[src/rtl/mcu_pkg.sv]
// Shared definitions for the MCU memory/convolution crossbar sequencer.
// Holds the crossbar state encodings, the PROC write-enable masks and the
// sequencer FSM state type.
package mcu_pkg;

    // Crossbar state select encodings.
    localparam logic [1:0] ST_LOAD = 2'b00;
    localparam logic [1:0] ST_PROC = 2'b01;
    localparam logic [1:0] ST_OUT  = 2'b10;
    localparam logic [1:0] ST_IDLE = 2'b11;

    // Write-back masks for the two PROC half-phases (results written in place).
    localparam logic [3:0] WE_SUB0 = 4'b0011;
    localparam logic [3:0] WE_SUB1 = 4'b1100;

    typedef enum logic [2:0] {
        StIdle,
        StLoad,
        StIssue,
        StWait,
        StWrite,
        StOut,
        StDone
    } seq_state_e;

endpackage

[src/rtl/mcu_row_counter.sv]
// Wrap counter with clear, enable and a runtime limit.
// Ports:
//   clk_i    clock (rising edge)
//   rst_i    synchronous active-high reset
//   clr_i    force count to zero (wins over en_i)
//   en_i     advance; wraps to zero after reaching limit_i
//   limit_i  last value before wrap
//   count_o  current count
//   tc_o     count_o == limit_i
module mcu_row_counter #(
    parameter int unsigned Width = 10
) (
    input  logic             clk_i,
    input  logic             rst_i,
    input  logic             clr_i,
    input  logic             en_i,
    input  logic [Width-1:0] limit_i,
    output logic [Width-1:0] count_o,
    output logic             tc_o
);

    logic [Width-1:0] count_q, count_d;

    assign tc_o    = (count_q == limit_i);
    assign count_o = count_q;

    always_comb begin
        count_d = count_q;
        if (clr_i) begin
            count_d = '0;
        end else if (en_i) begin
            count_d = tc_o ? '0 : count_q + Width'(1);
        end
    end

    always_ff @(posedge clk_i) begin
        if (rst_i) begin
            count_q <= '0;
        end else begin
            count_q <= count_d;
        end
    end

endmodule

[src/rtl/mcu_sequencer.sv]
// Sequencer for the MCU memory/convolution crossbar: LOAD streams pixels into
// the N+2 column memories, PROC runs each row through the convolver in two
// half-phases with in-place write-back, OUT streams results out under
// valid/ready. Sole source of the crossbar selects.
// Ports:
//   i_clock, i_reset        clock, synchronous active-high reset
//   i_start, i_rows         job start (IDLE only) and rows per column
//   i_valid, o_ready        LOAD input handshake
//   o_state, o_substate     crossbar state / substate selects
//   o_memSelect, o_addr     crossbar memory select, column-memory address
//   o_we                    per-memory write enables
//   o_conv_valid            convolver input valid
//   o_out_valid, i_out_ready OUT handshake
//   o_busy, o_done          status
module mcu_sequencer
    import mcu_pkg::*;
#(
    parameter int unsigned N         = 2,
    parameter int unsigned ADDR_BITS = 10,
    parameter int unsigned CONV_LAT  = 2
) (
    input  logic                       i_clock,
    input  logic                       i_reset,
    input  logic                       i_start,
    input  logic [ADDR_BITS-1:0]       i_rows,
    input  logic                       i_valid,
    output logic                       o_ready,
    output logic [1:0]                 o_state,
    output logic [$clog2(N/2+1):0]     o_substate,
    output logic [$clog2(N+2)-1:0]     o_memSelect,
    output logic [ADDR_BITS-1:0]       o_addr,
    output logic [N+1:0]               o_we,
    output logic                       o_conv_valid,
    output logic                       o_out_valid,
    input  logic                       i_out_ready,
    output logic                       o_busy,
    output logic                       o_done
);

    localparam int unsigned LAT_W = $clog2(CONV_LAT + 1);
    localparam int unsigned SUB_W = $clog2(N / 2 + 1) + 1;
    localparam int unsigned SEL_W = $clog2(N + 2);
    localparam int unsigned WE_W  = N + 2;

    localparam logic [1:0]       MEM_LAST = 2'(N + 1);
    localparam logic [LAT_W-1:0] LAT_LAST = LAT_W'(CONV_LAT - 1);

    if (N != 2) begin : g_bad_n
        $error("mcu_sequencer: only N=2 is supported");
    end
    if (CONV_LAT < 1) begin : g_bad_lat
        $error("mcu_sequencer: CONV_LAT must be at least 1");
    end

    seq_state_e             state_q, state_d;
    logic [ADDR_BITS-1:0]   rows_q, rows_d;
    logic [1:0]             mem_q, mem_d;
    logic                   sub_q, sub_d;
    logic [LAT_W-1:0]       lat_q, lat_d;

    logic [ADDR_BITS-1:0]   row;
    logic                   row_tc, row_clr, row_en;

    mcu_row_counter #(
        .Width (ADDR_BITS)
    ) u_row_counter (
        .clk_i   (i_clock),
        .rst_i   (i_reset),
        .clr_i   (row_clr),
        .en_i    (row_en),
        .limit_i (rows_q - ADDR_BITS'(1)),
        .count_o (row),
        .tc_o    (row_tc)
    );

    always_comb begin
        state_d      = state_q;
        rows_d       = rows_q;
        mem_d        = mem_q;
        sub_d        = sub_q;
        lat_d        = lat_q;
        row_clr      = 1'b0;
        row_en       = 1'b0;
        o_state      = ST_IDLE;
        o_ready      = 1'b0;
        o_substate   = '0;
        o_memSelect  = '0;
        o_addr       = '0;
        o_we         = '0;
        o_conv_valid = 1'b0;
        o_out_valid  = 1'b0;
        o_busy       = 1'b1;
        o_done       = 1'b0;

        unique case (state_q)
            StIdle: begin
                o_busy = 1'b0;
                if (i_start) begin
                    rows_d  = i_rows;
                    row_clr = 1'b1;
                    mem_d   = '0;
                    sub_d   = 1'b0;
                    lat_d   = '0;
                    state_d = (i_rows == '0) ? StDone : StLoad;
                end
            end
            StLoad: begin
                o_state     = ST_LOAD;
                o_ready     = 1'b1;
                o_memSelect = SEL_W'(mem_q);
                o_addr      = row;
                if (i_valid) begin
                    o_we   = WE_W'(1) << mem_q;
                    row_en = 1'b1;
                    // Row-major per memory: the row counter wraps on its own.
                    if (row_tc) begin
                        if (mem_q == MEM_LAST) begin
                            mem_d   = '0;
                            state_d = StIssue;
                        end else begin
                            mem_d = mem_q + 2'd1;
                        end
                    end
                end
            end
            StIssue: begin
                o_state      = ST_PROC;
                o_substate   = SUB_W'(sub_q);
                o_addr       = row;
                o_conv_valid = 1'b1;
                lat_d        = '0;
                state_d      = StWait;
            end
            StWait: begin
                o_state    = ST_PROC;
                o_substate = SUB_W'(sub_q);
                o_addr     = row;
                lat_d      = lat_q + LAT_W'(1);
                if (lat_q == LAT_LAST) begin
                    state_d = StWrite;
                end
            end
            StWrite: begin
                o_state    = ST_PROC;
                o_substate = SUB_W'(sub_q);
                o_addr     = row;
                o_we       = sub_q ? WE_W'(WE_SUB1) : WE_W'(WE_SUB0);
                if (!sub_q) begin
                    sub_d   = 1'b1;
                    state_d = StIssue;
                end else if (!row_tc) begin
                    sub_d   = 1'b0;
                    row_en  = 1'b1;
                    state_d = StIssue;
                end else begin
                    sub_d   = 1'b0;
                    mem_d   = '0;
                    row_clr = 1'b1;
                    state_d = StOut;
                end
            end
            StOut: begin
                o_state     = ST_OUT;
                o_memSelect = SEL_W'(mem_q);
                o_addr      = row;
                o_out_valid = 1'b1;
                // Mem-major per row; selects hold while the sink stalls.
                if (i_out_ready) begin
                    if (mem_q == MEM_LAST) begin
                        mem_d  = '0;
                        row_en = 1'b1;
                        if (row_tc) begin
                            state_d = StDone;
                        end
                    end else begin
                        mem_d = mem_q + 2'd1;
                    end
                end
            end
            StDone: begin
                o_done  = 1'b1;
                state_d = StIdle;
            end
            default: begin
                state_d = StIdle;
            end
        endcase
    end

    always_ff @(posedge i_clock) begin
        if (i_reset) begin
            state_q <= StIdle;
            rows_q  <= '0;
            mem_q   <= '0;
            sub_q   <= 1'b0;
            lat_q   <= '0;
        end else begin
            state_q <= state_d;
            rows_q  <= rows_d;
            mem_q   <= mem_d;
            sub_q   <= sub_d;
            lat_q   <= lat_d;
        end
    end

endmodule
[config.mk]
export PLATFORM = sky130hd
export DESIGN_NAME = mcu_sequencer
export DESIGN_NICKNAME = d
export VERILOG_FILES = /design/src/rtl/mcu_pkg.sv /design/src/rtl/mcu_row_counter.sv /design/src/rtl/mcu_sequencer.sv
export SDC_FILE = /design/constraint.sdc
export NUM_CORES = 1
export LEC_CHECK = 0
export ABC_AREA = 1
export BUFFER_PORTS_ARGS = -buffer_cell sky130_fd_sc_hd__clkbuf_2
export CORE_MARGIN = 4
export CORE_UTILIZATION = 55
export CTS_CLUSTER_SIZE = 40
export DETAILED_ROUTE_END_ITERATION = 16
export GPL_TIMING_DRIVEN = 0
export PLACE_DENSITY = 0.76
export SYNTH_ARGS = -nofsm -noshare
export SYNTH_HDL_FRONTEND = slang
export SYNTH_SLANG_ARGS = --single-unit
[constraint.sdc]
create_clock -name i_clock -period 3.12 [get_ports i_clock]
set_input_delay 0.468 -clock i_clock [delete_from_list [all_inputs] [get_ports i_clock]]
set_output_delay 0.468 -clock i_clock [all_outputs]
set_load 0.005 [all_outputs]
==> flow_summary.toml, run 1 <==
[power_and_ir_drop]
p_leak_nw = 1.19
power_density_mw_per_mm2 = 629
worst_vdd_ir_uv = 507

[setup_path]
rr_worst_depth = 12
cp-end-kind = "flip-flop"
list_of_cells_traversed_by_the_critical_path = "inv_1 > ha_1 > inv_1 > nand2_1 > nand2_1 > nand2_1 > nor2_1 > nand3_2 > nor2_4 > nand4_1 > nand3_1 > a21oi_1"
critical_path_maximum_fanout = 10
timing_worst_setup_path_type = "reg -> reg"
timing.critical_path.buf_inv = 2
critical-path-top-cell-by-count = "sky130_fd_sc_hd__nand2_1"
critical_r2r_capture = "u_row_counter.count_o[1]"
cp-start-kind = "flip-flop"
arrival_ps = 2340
critPathSlowestCell = "sky130_fd_sc_hd__dfxtp_1"
setup.reg_to_reg.worst_slack_ps = 940
cp_num_cells = 12
max_stage_delay_ps = 400
critical_path.startpoint = "rows_q[0]"
timing.critical_path.to = "u_row_counter.count_o[1]"
worstReg2RegStart = "rows_q[0]"
cpLargestDelayFamily = "simple AND/OR/NAND/NOR gates"
worst_ep_required_time_ps = 3280

[placement]
placement.setup.worst_slack_ps = 927
detailed_place_hpwl_um = 4060
globalplace.congestion = 0.909
place.port_buffers = 37
placedInstanceArea_mm2 = 0.00241
dp.cells = 429

[detailed_routing]
wl_final_um = 5020
drtPass1Iterations = 4
drt_wl_cell_um = 11.6
drt.antenna.violating_nets = 0
detailedRoute.firstIterationViolations = 94
remaining_drc_errors = 0
vias = 2212
drt-vias-per-instance = 5.11

[sta]
final.setup.worst_slack_ps = 943
final_period_minus_worst_setup_slack_ps = 2180
tns_ps = 0
grt_setup_unrepaired = "no"
skew_ps = 2.11
final.period_utilization_pct = 69.8
max_clock_freq_mhz = 459
final_hold_viol_count = 0
setup_violations = 0
timing_max_transition_violations_final = 0

[yosys]
yosysUniqueCellTypes = 36
syn-mean-instance-area_um2 = 6.29
netlist_area_mm2 = 0.00216
postSynthCellCount = 344
synthesis.nets = 366
synth_seq_area_share_pct = 25.9
synth_warnings = 0
ys_ff_latch = 28

[layout]
postLayoutCoreUtil_pct = 65.8
fin_area_mm2 = 0.00246
final_net_count = 408
layout-drive-gt1-share_pct = 22.6
nFillCells = 363
final_cells = 433
antenna_diode_count = 0
areaGrowthSynthToFinish_pct = 13.9

[clocking]
clock-root-buffer = "sky130_fd_sc_hd__clkbuf_8"
cts_tree = "yes"
clk_latency_worst_skew_pair_ps = 290
clock-sinks = 28
cts-resized-gates = 0
cts.repair_timing.setup_buffer_count = 0
cts_hold_repair.buffers = 0
clk_path_buf_depth = 2
tritoncts.num_buffers = 3
cts.htree.levels = 1
clk_transition_reported_paths_ps = 100

[job]
timing.max_cap.violations = 0

[global_route]
grt.overflow.total = 0
grt_first_pass_wirelength_um = 8720
via_count_of_the_first_global_routing_pass = 2023
largest_net_degree_at_the_start_of_global_routing = 16
grtUsageTotal_pct = 20.7
grt_antenna_before_repair = 0

[floorplan]
width_of_the_die_um = 70.7
fp.dieH_um = 70.7
floorplan.initialDensity_pct = 57.8
io_pins = 40
rows = 22
floorplan.die_area_mm2 = 0.00500
design.core.area_mm2 = 0.00374

[hold_path]
worst_hold_check_path_type = "in -> reg"

[status]
run_status = "finished clean"
==> worst register-to-register path, stage by stage (launching register included) <==
cell	delay, ps
sky130_fd_sc_hd__dfxtp_1	400
sky130_fd_sc_hd__inv_1	100
sky130_fd_sc_hd__ha_1	330
sky130_fd_sc_hd__inv_1	60
sky130_fd_sc_hd__nand2_1	40
sky130_fd_sc_hd__nand2_1	50
sky130_fd_sc_hd__nand2_1	50
sky130_fd_sc_hd__nor2_1	120
sky130_fd_sc_hd__nand3_2	100
sky130_fd_sc_hd__nor2_4	170
sky130_fd_sc_hd__nand4_1	170
sky130_fd_sc_hd__nand3_1	390
sky130_fd_sc_hd__a21oi_1	80
==> through the flow <==
step                      hold WS (ps)  total power (W)
after CTS                          449          0.00155
after global routing               456          0.00169
after floorplan                    433          0.00112
after global placement             447          0.00130
final                              442          0.00155
after detailed placement           465          0.00132
==> layout by cell type (no fill, tap or decap), types with 10 or more instances in the layout <==
cell type	instances
sky130_fd_sc_hd__a21oi_1	26
sky130_fd_sc_hd__inv_2	10
sky130_fd_sc_hd__o21ai_0	12
sky130_fd_sc_hd__nand4_1	11
sky130_fd_sc_hd__nand3_1	27
sky130_fd_sc_hd__nor2_1	44
sky130_fd_sc_hd__nand2_1	84
sky130_fd_sc_hd__clkbuf_2	37
sky130_fd_sc_hd__dfxtp_1	28
sky130_fd_sc_hd__inv_1	38
==> area by class of cell <==
class	count	area [µm²]	share of cell area (%)
clock buffers	4	55.1	2.24
repair buffers	37	185	7.52
inverters	50	195	7.93
plain buffers	7	38.8	1.58
flip-flops and latches	28	561	22.8
well taps	48	60.1	2.44
multi-input cells	259	1370	55.5
==> how the worst min path moves through the flow <==
| stage | endpoint | cells past startpoint | slack (ps) | startpoint |
|---|---|---|---|---|
| 2_1_floorplan | lat_q[1] | 2 | 430 | lat_q[1] |
| 3_3_place_gp | lat_q[1] | 2 | 450 | lat_q[1] |
| 3_5_place_dp | lat_q[1] | 2 | 460 | lat_q[1] |
| 4_1_cts | rows_q[9] | 3 | 450 | i_rows[9] |
| 5_1_grt | rows_q[9] | 3 | 460 | i_rows[9] |
| 6_report | rows_q[9] | 3 | 440 | i_rows[9] |
==> state kept, by name (all words and copies together), names as in the netlist <==
name / cells
rows_q: 10
u_row_counter.count_o: 10
state_q: 3
lat_q: 2
mem_q: 2
sub_q: 1
==> cells by family (layout without fill, tap and decap cells) <==
kind of cell | count (synthesis) | in the layout | synth area share [%]
other | 1 | 1 | 0.173
buffers and inverters | 57 | 98 | 10.8
and+or+nand+nor | 202 | 202 | 45.6
DFF | 28 | 28 | 25.9
adders and majority gates | 7 | 7 | 4.05
xor gates and xnor gates | 7 | 7 | 2.84
AOI/OAI and AO/OA | 42 | 42 | 10.6
==> synth_stat cells <==
cell	number	area share, %
sky130_fd_sc_hd__ha_1	7	4.1
sky130_fd_sc_hd__buf_4	1	0.35
sky130_fd_sc_hd__nand2_4	3	1.6
sky130_fd_sc_hd__nor2_4	4	2.1
sky130_fd_sc_hd__buf_6	1	0.52
sky130_fd_sc_hd__inv_2	10	1.7
sky130_fd_sc_hd__or2_2	1	0.29
sky130_fd_sc_hd__conb_1	1	0.17
sky130_fd_sc_hd__a21oi_1	26	6.0
sky130_fd_sc_hd__inv_1	38	6.6
sky130_fd_sc_hd__clkinv_4	1	0.41
sky130_fd_sc_hd__clkbuf_1	4	0.69
sky130_fd_sc_hd__nand3_4	1	0.81
sky130_fd_sc_hd__xnor2_1	2	0.81
sky130_fd_sc_hd__xor2_1	5	2.0
sky130_fd_sc_hd__nor3_1	4	0.93
sky130_fd_sc_hd__or2_0	1	0.29
sky130_fd_sc_hd__nor2_1	44	7.6
sky130_fd_sc_hd__a21oi_2	1	0.41
sky130_fd_sc_hd__nand3_1	27	6.3
sky130_fd_sc_hd__buf_2	1	0.23
sky130_fd_sc_hd__nor2_2	7	2.0
sky130_fd_sc_hd__a21oi_4	1	0.75
sky130_fd_sc_hd__nand2_2	7	2.0
sky130_fd_sc_hd__nand4_1	11	3.2
sky130_fd_sc_hd__nand3_2	2	0.93
sky130_fd_sc_hd__inv_4	1	0.29
sky130_fd_sc_hd__or2_4	2	0.81
sky130_fd_sc_hd__dfxtp_1	28	26
sky130_fd_sc_hd__nor2_8	1	0.93
sky130_fd_sc_hd__a31oi_1	1	0.29
sky130_fd_sc_hd__o21ai_0	12	2.8
sky130_fd_sc_hd__nand4_2	1	0.58
sky130_fd_sc_hd__nand3b_1	2	0.69
sky130_fd_sc_hd__nand2_1	84	15
sky130_fd_sc_hd__o21bai_1	1	0.35
==> power breakdown <==
| group | switching [W] | internal [W] |
|---|---|---|
| combinational | 0.000549 | 0.000289 |
| clock | 0.000126 | 0.000114 |
| sequential | 0.0000569 | 0.000415 |
| total | 0.000732 | 0.000818 |
==> per-layer routing <==
layer	wire length [µm]	global-route usage, %
met1	2230	25.3
met2	2530	37.7
met3	187	2.41
met4	78	6.26
met5	0	0
Note: power is estimated with default switching activity, not from simulation.
==> run 2: changes to the inputs <==
==> constraint.sdc (replaced) <==
create_clock -name i_clock -period 2.24 [get_ports i_clock]
set_input_delay 0.336 -clock i_clock [delete_from_list [all_inputs] [get_ports i_clock]]
set_output_delay 0.336 -clock i_clock [all_outputs]
set_load 0.005 [all_outputs]
==> run 2 against run 1 <==
Effect of this change:
- final area up 0.25%
- total power up 40%
- clock skew about the same
- via count up 0.18%
- register-to-register slack worse by 730 ps
- utilization up 0.17 points
- sequential share of layout area about the same
- count of clock-buffer cells in the layout unchanged
- non-clock buffer count unchanged
- fmax up 7.2%
- sequential cell count unchanged
- critical endpoint is now u_row_counter.count_o[4]
==> flow_summary.toml, run 2 (synthesis gave the netlist of run 1 again) <==
[status]
run_status = "finished clean"

[clocking]
cts.repair_timing.setup_buffer_count = 0
tritoncts.num_buffers = 3
clk_path_buf_depth = 2
clock-root-buffer = "sky130_fd_sc_hd__clkbuf_8"
clock-sinks = 28
cts_hold_repair.buffers = 0
cts-resized-gates = 0
cts.htree.levels = 1
cts_tree = "yes"
clk_latency_worst_skew_pair_ps = 290
clk_transition_reported_paths_ps = 100

[sta]
max_clock_freq_mhz = 493
timing_max_transition_violations_final = 0
final_period_minus_worst_setup_slack_ps = 2030
tns_ps = 0
setup_violations = 0
final.period_utilization_pct = 90.6
skew_ps = 2.11
final_hold_viol_count = 0
grt_setup_unrepaired = "no"

[layout]
postLayoutCoreUtil_pct = 65.9
areaGrowthSynthToFinish_pct = 14.2
final_net_count = 408
layout.cells.most_common = "sky130_fd_sc_hd__nand2_1"
antenna_diode_count = 0
mostFrequentLayoutCells = "sky130_fd_sc_hd__nand2_1 (84), sky130_fd_sc_hd__nor2_1 (44), sky130_fd_sc_hd__inv_1 (38), sky130_fd_sc_hd__clkbuf_2 (37), sky130_fd_sc_hd__dfxtp_1 (27)"
layout-drive-gt1-share_pct = 23.1

[detailed_routing]
drt_wl_cell_um = 11.7
wl_final_um = 5050
remaining_drc_errors = 0
drt-vias-per-instance = 5.12
detailedRoute.firstIterationViolations = 102
vias = 2216
drt.antenna.violating_nets = 0
drtPass1Iterations = 4

[placement]
globalplace.congestion = 0.909
place.port_buffers = 37
detailed_place_hpwl_um = 4060

[global_route]
largest_net_degree_at_the_start_of_global_routing = 16
grtUsageTotal_pct = 20.7
via_count_of_the_first_global_routing_pass = 2023
grt_antenna_before_repair = 0
grt_first_pass_wirelength_um = 8720
grt.overflow.total = 0

[setup_path]
critical_path_maximum_fanout = 10
timing_worst_setup_path_type = "reg -> reg"
cp-end-kind = "flip-flop"
setup.reg_to_reg.worst_slack_ps = 210
arrival_ps = 2210
worst_ep_required_time_ps = 2420
cp-start-kind = "flip-flop"

[floorplan]
rows = 22
fp.dieH_um = 70.7
width_of_the_die_um = 70.7
floorplan.die_area_mm2 = 0.00500
floorplan.initialDensity_pct = 57.8
design.core.area_mm2 = 0.00374
io_pins = 40

[job]
timing.max_cap.violations = 0

[power_and_ir_drop]
worst_vdd_ir_uv = 709
p_leak_nw = 1.19
power_density_mw_per_mm2 = 876

[hold_path]
worst_hold_check_path_type = "in -> reg"
==> run 2: cell counts in the layout (fill, tap and decap cells not counted) <==
Identical to the previous run, type by type.
==> run 2: final cells by class <==
| cell class | count | area [µm²] |
|---|---|---|
| flip-flops and latches | 28 | 562 |
| repair buffers | 37 | 185 |
| inverters | 50 | 195 |
| plain buffers | 7 | 38.8 |
| well taps | 48 | 60.1 |
| multi-input cells | 259 | 1370 |
| fillers | 361 | 1270 |
| clock buffers | 4 | 55.1 |
==> run 2: path summary, 6_finish.rpt <==
kind,startpoint,to,cells after the start
setup / recovery,rows_q[0],u_row_counter.count_o[4],14
hold / removal,i_rows[9],rows_q[9],3
setup reg to reg,rows_q[0],u_row_counter.count_o[4],14
hold reg to reg,lat_q[1],lat_q[1],2
==> run 2: per-stage QoR <==
step	instance area, µm²	setup WS, ps	total power (W)	hold WS [ps]	instances
floorplan	2160	364	0.00157	433	344
global placement	2410	82.3	0.00181	447	429
detailed placement	2410	46.9	0.00184	465	429
CTS	2460	39.0	0.00216	317	433
global route	2470	32.6	0.00236	324	433
finish	2470	210	0.00216	320	433
==> run 2: worst max-delay path: stages, from the launching register on <==
cell                       delay (ps)
sky130_fd_sc_hd__dfxtp_2          350
sky130_fd_sc_hd__inv_1            110
sky130_fd_sc_hd__ha_1             240
sky130_fd_sc_hd__nand2_2          100
sky130_fd_sc_hd__nor2_2           130
sky130_fd_sc_hd__nor2_1            70
sky130_fd_sc_hd__nor2_2           100
sky130_fd_sc_hd__nand3_2          100
sky130_fd_sc_hd__nor2_4           170
sky130_fd_sc_hd__nand3_4          110
sky130_fd_sc_hd__nand2_2           90
sky130_fd_sc_hd__nand2_4           60
sky130_fd_sc_hd__buf_6            150
sky130_fd_sc_hd__nand3b_1          80
sky130_fd_sc_hd__a21oi_1           60
==> run 2: report_power, final <==
part | total [W] | switching [W] | internal (W)
Combinational | 0.00117 | 0.000767 | 0.000404
Clock | 0.000334 | 0.000176 | 0.000158
Sequential | 0.000658 | 0.0000793 | 0.000578
==> run 2: layer usage <==
metal / GRT usage (%) / share of wire (%) / wire length (µm)
met1: 25.3 / 44 / 2230
met2: 37.7 / 50 / 2540
met3: 2.41 / 4.1 / 208
met4: 6.26 / 1.5 / 78
met5: 0 / 0 / 0
